<file path="src/rtl/serial_rx.sv">
// rtl/serial_rx.sv - oversampled start/stop serial receiver with a one-entry valid/ready output buffer
// The line is double-flopped; every decision uses sin_s, and mid-bit sampling comes from the per-bit counter.
module serial_rx #(
  parameter int WIDTH = 5,
  parameter int OVS   = 4
) (
  input  logic             clk,
  input  logic             rst,
  input  logic             sin,
  output logic [WIDTH-1:0] data,
  output logic             valid,
  input  logic             ready,
  output logic             frame_err,
  output logic             overrun
);

  localparam int CNT_W = $clog2(OVS);
  localparam int IDX_W = (WIDTH > 1) ? $clog2(WIDTH) : 1;
  localparam logic [CNT_W-1:0] CNT_HALF = CNT_W'(OVS / 2 - 1);
  localparam logic [CNT_W-1:0] CNT_LAST = CNT_W'(OVS - 1);
  localparam logic [IDX_W-1:0] IDX_LAST = IDX_W'(WIDTH - 1);

  typedef enum logic [2:0] {
    S_IDLE,
    S_START,
    S_DATA,
    S_STOP,
    S_RECOVER
  } state_t;

  state_t             state_q, state_d;
  logic               sync1_q, sync1_d;
  logic               sync2_q, sync2_d;
  logic [CNT_W-1:0]   cnt_q, cnt_d;
  logic [IDX_W-1:0]   idx_q, idx_d;
  logic [WIDTH-1:0]   shift_q, shift_d;
  logic [WIDTH-1:0]   data_q, data_d;
  logic               valid_q, valid_d;
  logic               frame_err_q, frame_err_d;
  logic               overrun_q, overrun_d;
  logic               sin_s;
  logic               good_word;
  logic               load;

  assign sin_s = sync2_q;

  always_comb begin
    state_d     = state_q;
    sync1_d     = sin;
    sync2_d     = sync1_q;
    cnt_d       = cnt_q;
    idx_d       = idx_q;
    shift_d     = shift_q;
    data_d      = data_q;
    valid_d     = valid_q;
    frame_err_d = 1'b0;
    overrun_d   = overrun_q;
    good_word   = 1'b0;
    load        = 1'b0;

    case (state_q)
      S_IDLE: begin
        if (!sin_s) begin
          state_d = S_START;
          cnt_d   = '0;
        end
      end
      S_START: begin
        // A start bit that is high again at mid-bit is a glitch, not a frame.
        if (cnt_q == CNT_HALF) begin
          cnt_d   = '0;
          idx_d   = '0;
          state_d = sin_s ? S_IDLE : S_DATA;
        end else begin
          cnt_d = cnt_q + CNT_W'(1);
        end
      end
      S_DATA: begin
        if (cnt_q == CNT_LAST) begin
          cnt_d          = '0;
          shift_d[idx_q] = sin_s;
          if (idx_q == IDX_LAST) begin
            state_d = S_STOP;
          end else begin
            idx_d = idx_q + IDX_W'(1);
          end
        end else begin
          cnt_d = cnt_q + CNT_W'(1);
        end
      end
      S_STOP: begin
        if (cnt_q == CNT_LAST) begin
          cnt_d = '0;
          if (sin_s) begin
            good_word = 1'b1;
            state_d   = S_IDLE;
          end else begin
            frame_err_d = 1'b1;
            state_d     = S_RECOVER;
          end
        end else begin
          cnt_d = cnt_q + CNT_W'(1);
        end
      end
      S_RECOVER: begin
        if (sin_s) begin
          state_d = S_IDLE;
        end
      end
      default: begin
        state_d = S_IDLE;
      end
    endcase

    // A word arriving while the buffer is being drained in the same cycle still lands.
    load = good_word && (!valid_q || ready);
    if (load) begin
      data_d  = shift_q;
      valid_d = 1'b1;
    end else if (good_word) begin
      overrun_d = 1'b1;
    end else if (valid_q && ready) begin
      valid_d = 1'b0;
    end
  end

  always_ff @(posedge clk) begin
    if (rst) begin
      state_q     <= S_IDLE;
      sync1_q     <= 1'b1;
      sync2_q     <= 1'b1;
      cnt_q       <= '0;
      idx_q       <= '0;
      shift_q     <= '0;
      data_q      <= '0;
      valid_q     <= 1'b0;
      frame_err_q <= 1'b0;
      overrun_q   <= 1'b0;
    end else begin
      state_q     <= state_d;
      sync1_q     <= sync1_d;
      sync2_q     <= sync2_d;
      cnt_q       <= cnt_d;
      idx_q       <= idx_d;
      shift_q     <= shift_d;
      data_q      <= data_d;
      valid_q     <= valid_d;
      frame_err_q <= frame_err_d;
      overrun_q   <= overrun_d;
    end
  end

  assign data      = data_q;
  assign valid     = valid_q;
  assign frame_err = frame_err_q;
  assign overrun   = overrun_q;

endmodule
</file>
<file path="config.mk">
export PLATFORM = sky130hd
export DESIGN_NAME = serial_rx
export DESIGN_NICKNAME = d
export VERILOG_FILES = /design/src/rtl/serial_rx.sv
export SDC_FILE = /design/constraint.sdc
export NUM_CORES = 1
export LEC_CHECK = 0
export CORE_MARGIN = 3
export CORE_UTILIZATION = 50
export CTS_CLUSTER_SIZE = 10
export DETAILED_ROUTE_END_ITERATION = 8
export PLACE_DENSITY = 0.75
export SLEW_MARGIN = 20
export SYNTH_ARGS = -nofsm -noshare
export SYNTH_HDL_FRONTEND = slang
export SYNTH_SLANG_ARGS = --single-unit
export TNS_END_PERCENT = 10
</file>
<file path="constraint.sdc">
create_clock -name clk -period 2.9 [get_ports clk]
set_input_delay 0.725 -clock clk [delete_from_list [all_inputs] [get_ports clk]]
set_output_delay 0.725 -clock clk [all_outputs]
set_load 0.01 [all_outputs]
</file>
==> results of run 1 <==
cells by family after synthesis:
logic type / after synthesis / synth area share [%]
AOI/OAI and AO/OA: 28 / 16.1
muxes: 6 / 5.16
adders and majority gates: 5 / 5.38
buffers and inverters: 19 / 6.77
DFF: 23 / 39.6
and+or+nand+nor: 51 / 27.0
sequential cells by signal, summed over array words and instances (netlist names), 2 cells and up:
register,flops
cnt_q,2
data,5
idx_q,3
shift_q,5
state_q,3
worst min-delay path by stage:
stage | depth (start not counted) | slack, ns | start | endpoint
3_5_place_dp | 1 | 0.43 | sync1_q | sin_s
4_1_cts | 1 | 0.46 | sync1_q | sin_s
2_1_floorplan | 1 | 0.39 | sync1_q | sin_s
6_report | 1 | 0.45 | sync1_q | sin_s
3_3_place_gp | 1 | 0.40 | sync1_q | sin_s
5_1_grt | 1 | 0.46 | sync1_q | sin_s
area by class of cell:
type,count,area [µm²],share of cell area (%)
multi-input combinational,90,624,48.0
sequential,23,460,35.4
timing repair buffer,13,125,9.62
tap,27,33.8,2.60
inverter,8,30.0,2.31
clock buffer,4,26.3,2.02
placed cells by master, fill, tap and decap left out, drive strengths merged, types with 4 or more instances in the layout:
master	Yosys	final
o41ai	4	4
clkdlybuf4s50	0	11
clkbuf	7	4
ha	5	5
nand2	13	13
a21oi	10	10
nand4	4	4
nor2	9	9
inv	8	8
o21ai	4	4
mux2i	6	6
dfxtp	23	23
per-layer routing:
layer  routed length, µm  global-route usage [%]  up-vias
li1                    -                       -      486
met1                1090                    22.5      443
met2                1140                    32.1       20
met3                  78                    5.72        6
met4                  42                    6.22        0
met5                   0                       0        -
through the flow:
| stage | setup WS [ns] | cells | total power (W) | hold slack, ns |
|---|---|---|---|---|
| after detailed placement | 0.837 | 161 | 0.000363 | 0.429 |
| final | 0.959 | 165 | 0.000503 | 0.450 |
| after global routing | 0.900 | 165 | 0.000527 | 0.461 |
| after global placement | 0.857 | 161 | 0.000361 | 0.395 |
| after CTS | 0.952 | 165 | 0.000508 | 0.459 |
| after floorplan | 1.37 | 132 | 0.000354 | 0.389 |
where the power goes:
part | leakage, nW | switching [W] | internal [W]
combinational | 0.288 | 0.0000156 | 0.0000138
sequential | 0.186 | 0.00000696 | 0.000320
clock | 0.0150 | 0.0000926 | 0.0000538
==> results by group, run 1 <==
STA
  • Final number of hold-violating endpoints: 0
  • Count of final setup violators: 0
  • Tcrit/Tclk final: 66.9%
  • FMAX: between 500 and 600 MHz
  • Setup TNS: 0 ns
  • Clock skew: slightly below 0.005 ns
  • Slew Limit Fails: 0
  • Worst slew pin tran: about 0.55 ns
  • Unrepaired setup endpoints after global routing: no
  • Period minus WS final: slightly below 2 ns
  • Rel. slew slack: between 60% and 70%

Yosys
  • Synth unique cells: 37
  • Synth top cells by count: 23 x dfxtp_1, 13 x nand2_1, 10 x a21oi_1
  • Cell area after synthesis: 1160 µm²
  • Avg Cell Area, Syn: 8.82 µm²
  • FFs w/ async S/R, synth: 0%
  • Register area share after synthesis: 39.6%
  • Net Count, Synth: 141
  • Top-area cell type share of the netlist area: between 30% and 40%
  • Synth Instances: 132
  • Count leader, synth: dfxtp_1
  • Cell taking the most area after synthesis: dfxtp_1
  • Seq cells post-synth: 23
  • Ranking of synthesized cells by area: dfxtp_1 40%, ha_1 5.4%, mux2i_1 5.2%, a21oi_1 4.3%, nand2_1 4.2%
  • Number of flops mapped to enable cells by yosys: 0
  • Total number of yosys warnings: 0
  • Dominant synthesized flop cell: dfxtp_1

CTS
  • H-tree Lvls: 1
  • Gates resized, CTS repair: 0
  • CTS Buf Count: 3
  • Clk slew on worst S/H paths: 0.12 ns
  • Worst-case clock buffer depth: 2
  • CTS tree: yes
  • Clock latency on the worst-skew pair: around 0.31 ns
  • Post-CTS setup buffers: 0
  • Clock sinks: 23
  • Clk root buf: clkbuf_4
  • Number of hold buffers added after cts: 0

Job
  • Maxcap violations: 0

Worst setup path
  • CP bufs+invs: 1
  • Reg-to-reg endpoint: data[1]
  • Worst endpoint required time: 2.17 ns
  • Worst setup startpoint: overrun
  • WS Path Type: flop to output port
  • Reg2reg setup slack: between 1 and 1.5 ns
  • Critical path cell sequence: clkdlybuf4s50_1
  • CP endpoint: overrun
  • RR Startpoint: cnt_q[0]
  • Crit path DAT: approximately 1.2 ns
  • Crit Path Max Fanout: 2
  • Critical path depth: 1
  • CP endpoint kind: output port
  • Family with the most delay on the worst path: buffers and inverters
  • CP startpoint kind: flop
  • Worst path slowest cell: clkdlybuf4s50_1
  • R2R depth: 4
  • Max incr delay on CP: 0.54 ns

Global routing
  • Initial antenna violation count: 0
  • Largest net degree at the start of global routing: 19
  • Global-route wire length before repair: approximately 4 mm
  • Global Route Usage Sum: a little under a fifth
  • GRT Residual Overflow: 0
  • Vias in the first global route: ~940

Power
  • Worst vdd ir: 0.391 mV
  • Pleak: a little under 0.5 nW
  • Cell Pwr Density: a little under 400 nW/µm²

Min path
  • Min-delay worst type: flop to flop

Route
  • DR WL/cell: approximately 14 µm
  • Final WL: approximately 2.3 mm
  • Post-DR vias/cell: roughly 5.8
  • Routed Antenna Nets: 0
  • Residual DRC: 0
  • Initial DRC Count: 12
  • Number of iterations in the first detailed-routing pass: 4
  • DR vias: between 900 and 1000

Finish
  • Fin nets: between 100 and 150
  • Core occupancy in the finished layout: approximately 62%
  • # diodes: 0
  • Fillcell total: between 150 and 200
  • Layout cells sized above 1: 7.25%
  • Layout area overhead: 11.7%
  • Final instance area: between 1000 and 1500 µm²

Placed design
  • GP Congestion: between 0.7 and 0.8
  • I/O Buffers: 11
  • Dpl hpwl: between 1.5 and 2 mm
  • Post-DP Area: ~1300 µm²

Die
  • I/O Pins: 12
  • Core area: 2080 µm²
  • Die area: ~2900 µm²
  • Die width: about 54 µm
  • Starting Density: between 50% and 60%
  • FP Rows: 16
  • Die height: 54.2 µm

Run status
  • Outcome: completed
(Power assumes the default switching activity.)
==> run 2, diff against run 1 <==
==> constraint.sdc (replaced) <==
create_clock -name clk -period 2 [get_ports clk]
set_input_delay 0.5 -clock clk [delete_from_list [all_inputs] [get_ports clk]]
set_output_delay 0.5 -clock clk [all_outputs]
set_load 0.01 [all_outputs]
==> results by group, run 2 (synthesized netlist as in run 1, its figures left out) <==
CTS
  • Clk slew on worst S/H paths: between 0.1 and 0.15 ns
  • Clk root buf: clkbuf_4
  • CTS tree: yes
  • H-tree Lvls: 1
  • Number of hold buffers added after cts: 0
  • CTS Buf Count: 3
  • Post-CTS setup buffers: 0
  • Worst-case clock buffer depth: 2
  • Clock sinks: 23
  • Clock latency on the worst-skew pair: 0.30 ns
  • Gates resized, CTS repair: 0

Finish
  • Layout cells sized above 1: a little over a tenth
  • Layout area overhead: 14.9%
  • Multi-input gate area: roughly 620 µm²
  • FF/Latch Area: 460 µm²
  • Most frequent cells in the layout: 23 x dfxtp_1, 13 x nand2_1, 11 x clkdlybuf4s50_1, 10 x a21oi_1, 9 x nor2_1
  • Fin nets: 153
  • Non-filler cells, final: 170
  • Commonest non-fill, non-tap cell in the layout: dfxtp_1
  • Fillcell total: 190
  • # diodes: 0

STA
  • Tcrit/Tclk final: between 80% and 90%
  • Period minus WS final: 1.76 ns
  • Setup TNS: 0 ns
  • Rel. slew slack: around 56%
  • Unrepaired setup endpoints after global routing: no
  • FMAX: ~570 MHz
  • Clock skew: around 0.0033 ns
  • Worst slew pin tran: approximately 0.66 ns
  • Slew Limit Fails: 0
  • Final number of hold-violating endpoints: 0
  • Count of final setup violators: 0

Route
  • Routed Antenna Nets: 0
  • Final WL: 2.27 mm
  • Number of iterations in the first detailed-routing pass: 5
  • Initial DRC Count: 15
  • Residual DRC: 0
  • DR WL/cell: about 13 µm
  • Post-DR vias/cell: roughly 5.7
  • DR vias: between 900 and 1000

Min path
  • Hold EP: sin_s
  • Min-delay worst type: flop to flop
  • Worst hold stages: 1
  • Min-delay src: sync1_q

Placed design
  • Dpl hpwl: between 1.5 and 2 mm
  • I/O Buffers: 11
  • Placed cell count: around 170
  • GP Congestion: about 0.77

Power
  • Pleak: 0.516 nW
  • Worst vdd ir: 0.400 mV
  • Cell Pwr Density: between 500 and 600 nW/µm²
  • Total Power: 0.000716 W

Global routing
  • GRT Residual Overflow: 0
  • Global-route wire length before repair: around 3.9 mm
  • Initial antenna violation count: 0
  • Largest net degree at the start of global routing: 16
  • Vias in the first global route: 901
  • Global Route Usage Sum: between 10% and 20%

Worst setup path
  • WS Path Type: flop to flop
  • Crit Path Max Fanout: 5
  • R2R depth: 5
  • Reg-to-reg endpoint: shift_q[4]
  • CP endpoint kind: flop
  • RR Startpoint: cnt_q[0]
  • Worst endpoint required time: ~2.2 ns
  • Reg2reg setup slack: about 0.24 ns
  • Crit path DAT: roughly 1.9 ns
  • CP startpoint kind: flop

Die
  • FP Rows: 16
  • I/O Pins: 12
  • Die area: between 2000 and 3000 µm²
  • Die width: 54.2 µm
  • Die height: approximately 54 µm
  • Starting Density: ~56%
  • Core area: 2080 µm²

Run status
  • Outcome: completed

Job
  • Maxcap violations: 0
[run 2: cell types whose count changed in the layout (fill, tap and decap cells not counted), sizes merged]
cell  before  now
buf        2    7
[run 2: layout make-up]
class                           count  area share, %
Clock buffer                        4           1.96
Multi-Input combinational cell     90           46.7
Tap cell                           27           2.53
Timing Repair Buffer               18           12.2
Sequential cell                    23           34.4
Inverter                            8           2.25
[run 2: worst max path at each step]
stage | from | end | cells past startpoint
2_1_floorplan | cnt_q[0] | idx_q[2] | 6
3_3_place_gp | rst | data[3] | 4
3_5_place_dp | ready | data[3] | 4
4_1_cts | cnt_q[0] | shift_q[4] | 5
5_1_grt | cnt_q[0] | shift_q[3] | 5
6_report | cnt_q[0] | shift_q[4] | 5
[run 2: worst max-delay path, stage by stage (launching register included)]
cell and delay [ns]:
dfxtp_1 0.41, ha_1 0.18, nor4bb_1 0.60, buf_4 0.25
a31o_2 0.14, a21oi_1 0.05
[run 2: routing by layer]
layer / part of all wire, % / up-vias / GRT usage [%]
met3: 4.0 / 0 / 4.90
met1: 48 / 446 / 22.9
met2: 48 / 25 / 30.5
li1: - / 495 / -
met4: 0 / 0 / 3.73
met5: 0 / - / 0
[run 2: power by group]
| group | internal, W | leakage (nW) | switching, W | total, W |
|---|---|---|---|---|
| combinational | 0.0000211 | 0.315 | 0.0000242 | 0.0000453 |
| sequential | 0.000464 | 0.186 | 0.00000772 | 0.000472 |
| clock | 0.0000776 | 0.0150 | 0.000122 | 0.000199 |
[run 2: stage by stage]
stage | utilization (%) | setup WS [ns] | instance area, µm² | hold WS, ns
after floorplan | - | 0.469 | 1160 | 0.389
after global placement | 63.0 | 0.267 | 1310 | 0.392
after detailed placement | 63.0 | 0.210 | 1310 | 0.400
after CTS | 64.2 | 0.269 | 1340 | 0.429
after global routing | 64.2 | 0.137 | 1340 | 0.433
final | 64.2 | 0.243 | 1340 | 0.423
==> run 3, diff against run 2 <==
--- a/config.mk
+++ b/config.mk
@@ -9,6 +9,7 @@
 export CORE_UTILIZATION = 50
 export CTS_CLUSTER_SIZE = 10
 export DETAILED_ROUTE_END_ITERATION = 8
+export GPL_TIMING_DRIVEN = 0
 export PLACE_DENSITY = 0.75
 export SLEW_MARGIN = 20
 export SYNTH_ARGS = -nofsm -noshare
==> results by group, run 3 (synthesized netlist as in run 1, its figures left out) <==
Power
  • Net Switching: about 0.00017 W
  • Total Power: ~0.00073 W
  • Sequential share of power: approximately 64%
  • Comb power frac: 6.6%
  • Pleak: slightly above 0.5 nW
  • Cell Pwr Density: between 500 and 600 nW/µm²
  • Switching Fraction: a little under a quarter
  • Worst vdd ir: ~0.42 mV
  • Cell internal pwr: about 0.00056 W
  • Clock share of power: between 20% and 30%

Finish
  • Fin nets: 156
  • Fillcell total: roughly 190
  • Layout area overhead: 13.9%
  • Multi-input gate area: about 620 µm²
  • FF/Latch Area: between 400 and 500 µm²
  • Commonest non-fill, non-tap cell in the layout: dfxtp_1
  • Layout cells sized above 1: roughly 9%
  • Most frequent cells in the layout: 23 x dfxtp_1, 13 x nand2_1, 10 x a21oi_1, 10 x clkdlybuf4s50_1, 9 x nor2_1
  • # diodes: 0
  • Final instance area: about 1300 µm²

Worst setup path
  • Worst setup startpoint: cnt_q[0]
  • RR Startpoint: cnt_q[0]
  • CP startpoint kind: flop
  • WS Path Type: flop to flop
  • Worst path slowest cell: dfxtp_1
  • Critical path cell sequence: ha_1 -> buf_2 -> nor4bb_1 -> buf_2 -> a211oi_1 -> a32o_1
  • Top cell by count, worst path: buf_2
  • Crit path DAT: 1.94 ns
  • Crit Path Max Fanout: 10
  • Max incr delay on CP: 0.42 ns
  • Worst endpoint required time: 2.22 ns
  • CP endpoint kind: flop

Min path
  • Min-delay src: sync1_q
  • Min-delay worst type: flop to flop

Global routing
  • Initial antenna violation count: 0
  • Vias in the first global route: 857
  • GRT Residual Overflow: 0
  • Largest net degree at the start of global routing: 14
  • Global Route Usage Sum: between 10% and 20%
  • Global-route wire length before repair: ~3.8 mm

CTS
  • Clock latency on the worst-skew pair: just over 0.3 ns
  • Clock sinks: 23
  • Post-CTS setup buffers: 0
  • Clk slew on worst S/H paths: 0.13 ns
  • CTS tree: yes
  • Gates resized, CTS repair: 0
  • Number of hold buffers added after cts: 0
  • CTS Buf Count: 3
  • H-tree Lvls: 1
  • Clk root buf: clkbuf_4
  • Worst-case clock buffer depth: 2

STA
  • Final number of hold-violating endpoints: 0
  • Unrepaired setup endpoints after global routing: no
  • Tcrit/Tclk final: between 80 and 90%
  • Rel. slew slack: between 60% and 70%
  • Period minus WS final: approximately 1.7 ns
  • Slew Limit Fails: 0
  • Final setup margin: ~0.28 ns
  • FMAX: just under 600 MHz
  • Setup TNS: 0 ns
  • Count of final setup violators: 0
  • Worst slew pin tran: 0.525 ns
  • Clock skew: about 0.0068 ns

Placed design
  • I/O Buffers: 10
  • Dpl hpwl: 1.73 mm
  • GP Congestion: ~0.84
  • Post-DP Area: around 1300 µm²
  • Place WS: 0.198 ns

Job
  • Maxcap violations: 0

Run status
  • Outcome: completed

Route
  • Initial DRC Count: 18
  • Final WL: about 2.3 mm
  • Residual DRC: 0
  • Routed Antenna Nets: 0
  • DR vias: a little over 1000
  • Post-DR vias/cell: 5.88
  • Number of iterations in the first detailed-routing pass: 4
  • DR WL/cell: roughly 13 µm

Die
  • FP Rows: 16
  • Starting Density: a little under three fifths
  • Die area: a little under 3000 µm²
  • Core area: between 2000 and 2500 µm²
  • I/O Pins: 12
  • Die height: roughly 54 µm
  • Die width: about 54 µm
[run 3: changes by cell type in the layout (fill, tap and decap cells not counted), sizes merged]
cell / before / now
clkbuf: 4 / 10
buf: 7 / 4
clkdlybuf4s50: 11 / 10
clkinv: 0 / 1
[run 3: worst max-delay path, delay by kind of cell, from the launching register on]
family          cells  cell delay (ns)
compound gates      2             0.33
fa+ha+maj           1             0.16
buf+inv             2             0.43
flops               1             0.42
simple gates        1             0.28
[run 3: power groups by stage]
stage	registers, W	clock network [W]	logic (W)
2_1_floorplan	0.000478	0	0.0000346
3_3_place_gp	0.000479	0	0.0000461
3_5_place_dp	0.000479	0	0.0000484
4_1_cts	0.000469	0.000223	0.0000488
5_1_grt	0.000470	0.000245	0.0000551
6_report	0.000469	0.000215	0.0000485
[run 3: per-stage QoR]
stage                     utilization [%]  hold slack, ns  cells
after detailed placement             62.3           0.397    169
after floorplan                         -           0.389    132
final                                63.6           0.424    173
after global routing                 63.6           0.470    173
after global placement               62.3           0.394    169
after CTS                            63.6           0.427    173
[run 3: path summary, 6_finish.rpt]
path	to	slack (ns)	cells past startpoint
setup reg to reg	idx_q[1]	0.28	6
setup / recovery	idx_q[1]	0.28	6
hold / removal	sin_s	0.42	1
hold reg to reg	sin_s	0.42	1
[run 3: area by class of cell]
type | count | share of cell area, %
inverters | 8 | 2.27
multi-input cells | 90 | 47.1
well taps | 27 | 2.55
repair buffers | 10 | 7.55
clock inverters | 1 | 0.378
clock buffers | 3 | 1.70
flip-flops and latches | 23 | 34.7
plain buffers | 11 | 3.68
[run 3: routing by layer]
layer,vias up,routed length [µm],global-route usage [%]
met1,489,1090,21.8
met3,4,85,3.54
met4,0,20,6.22
met2,19,1120,30.9
li1,505,-,-
met5,-,0,0
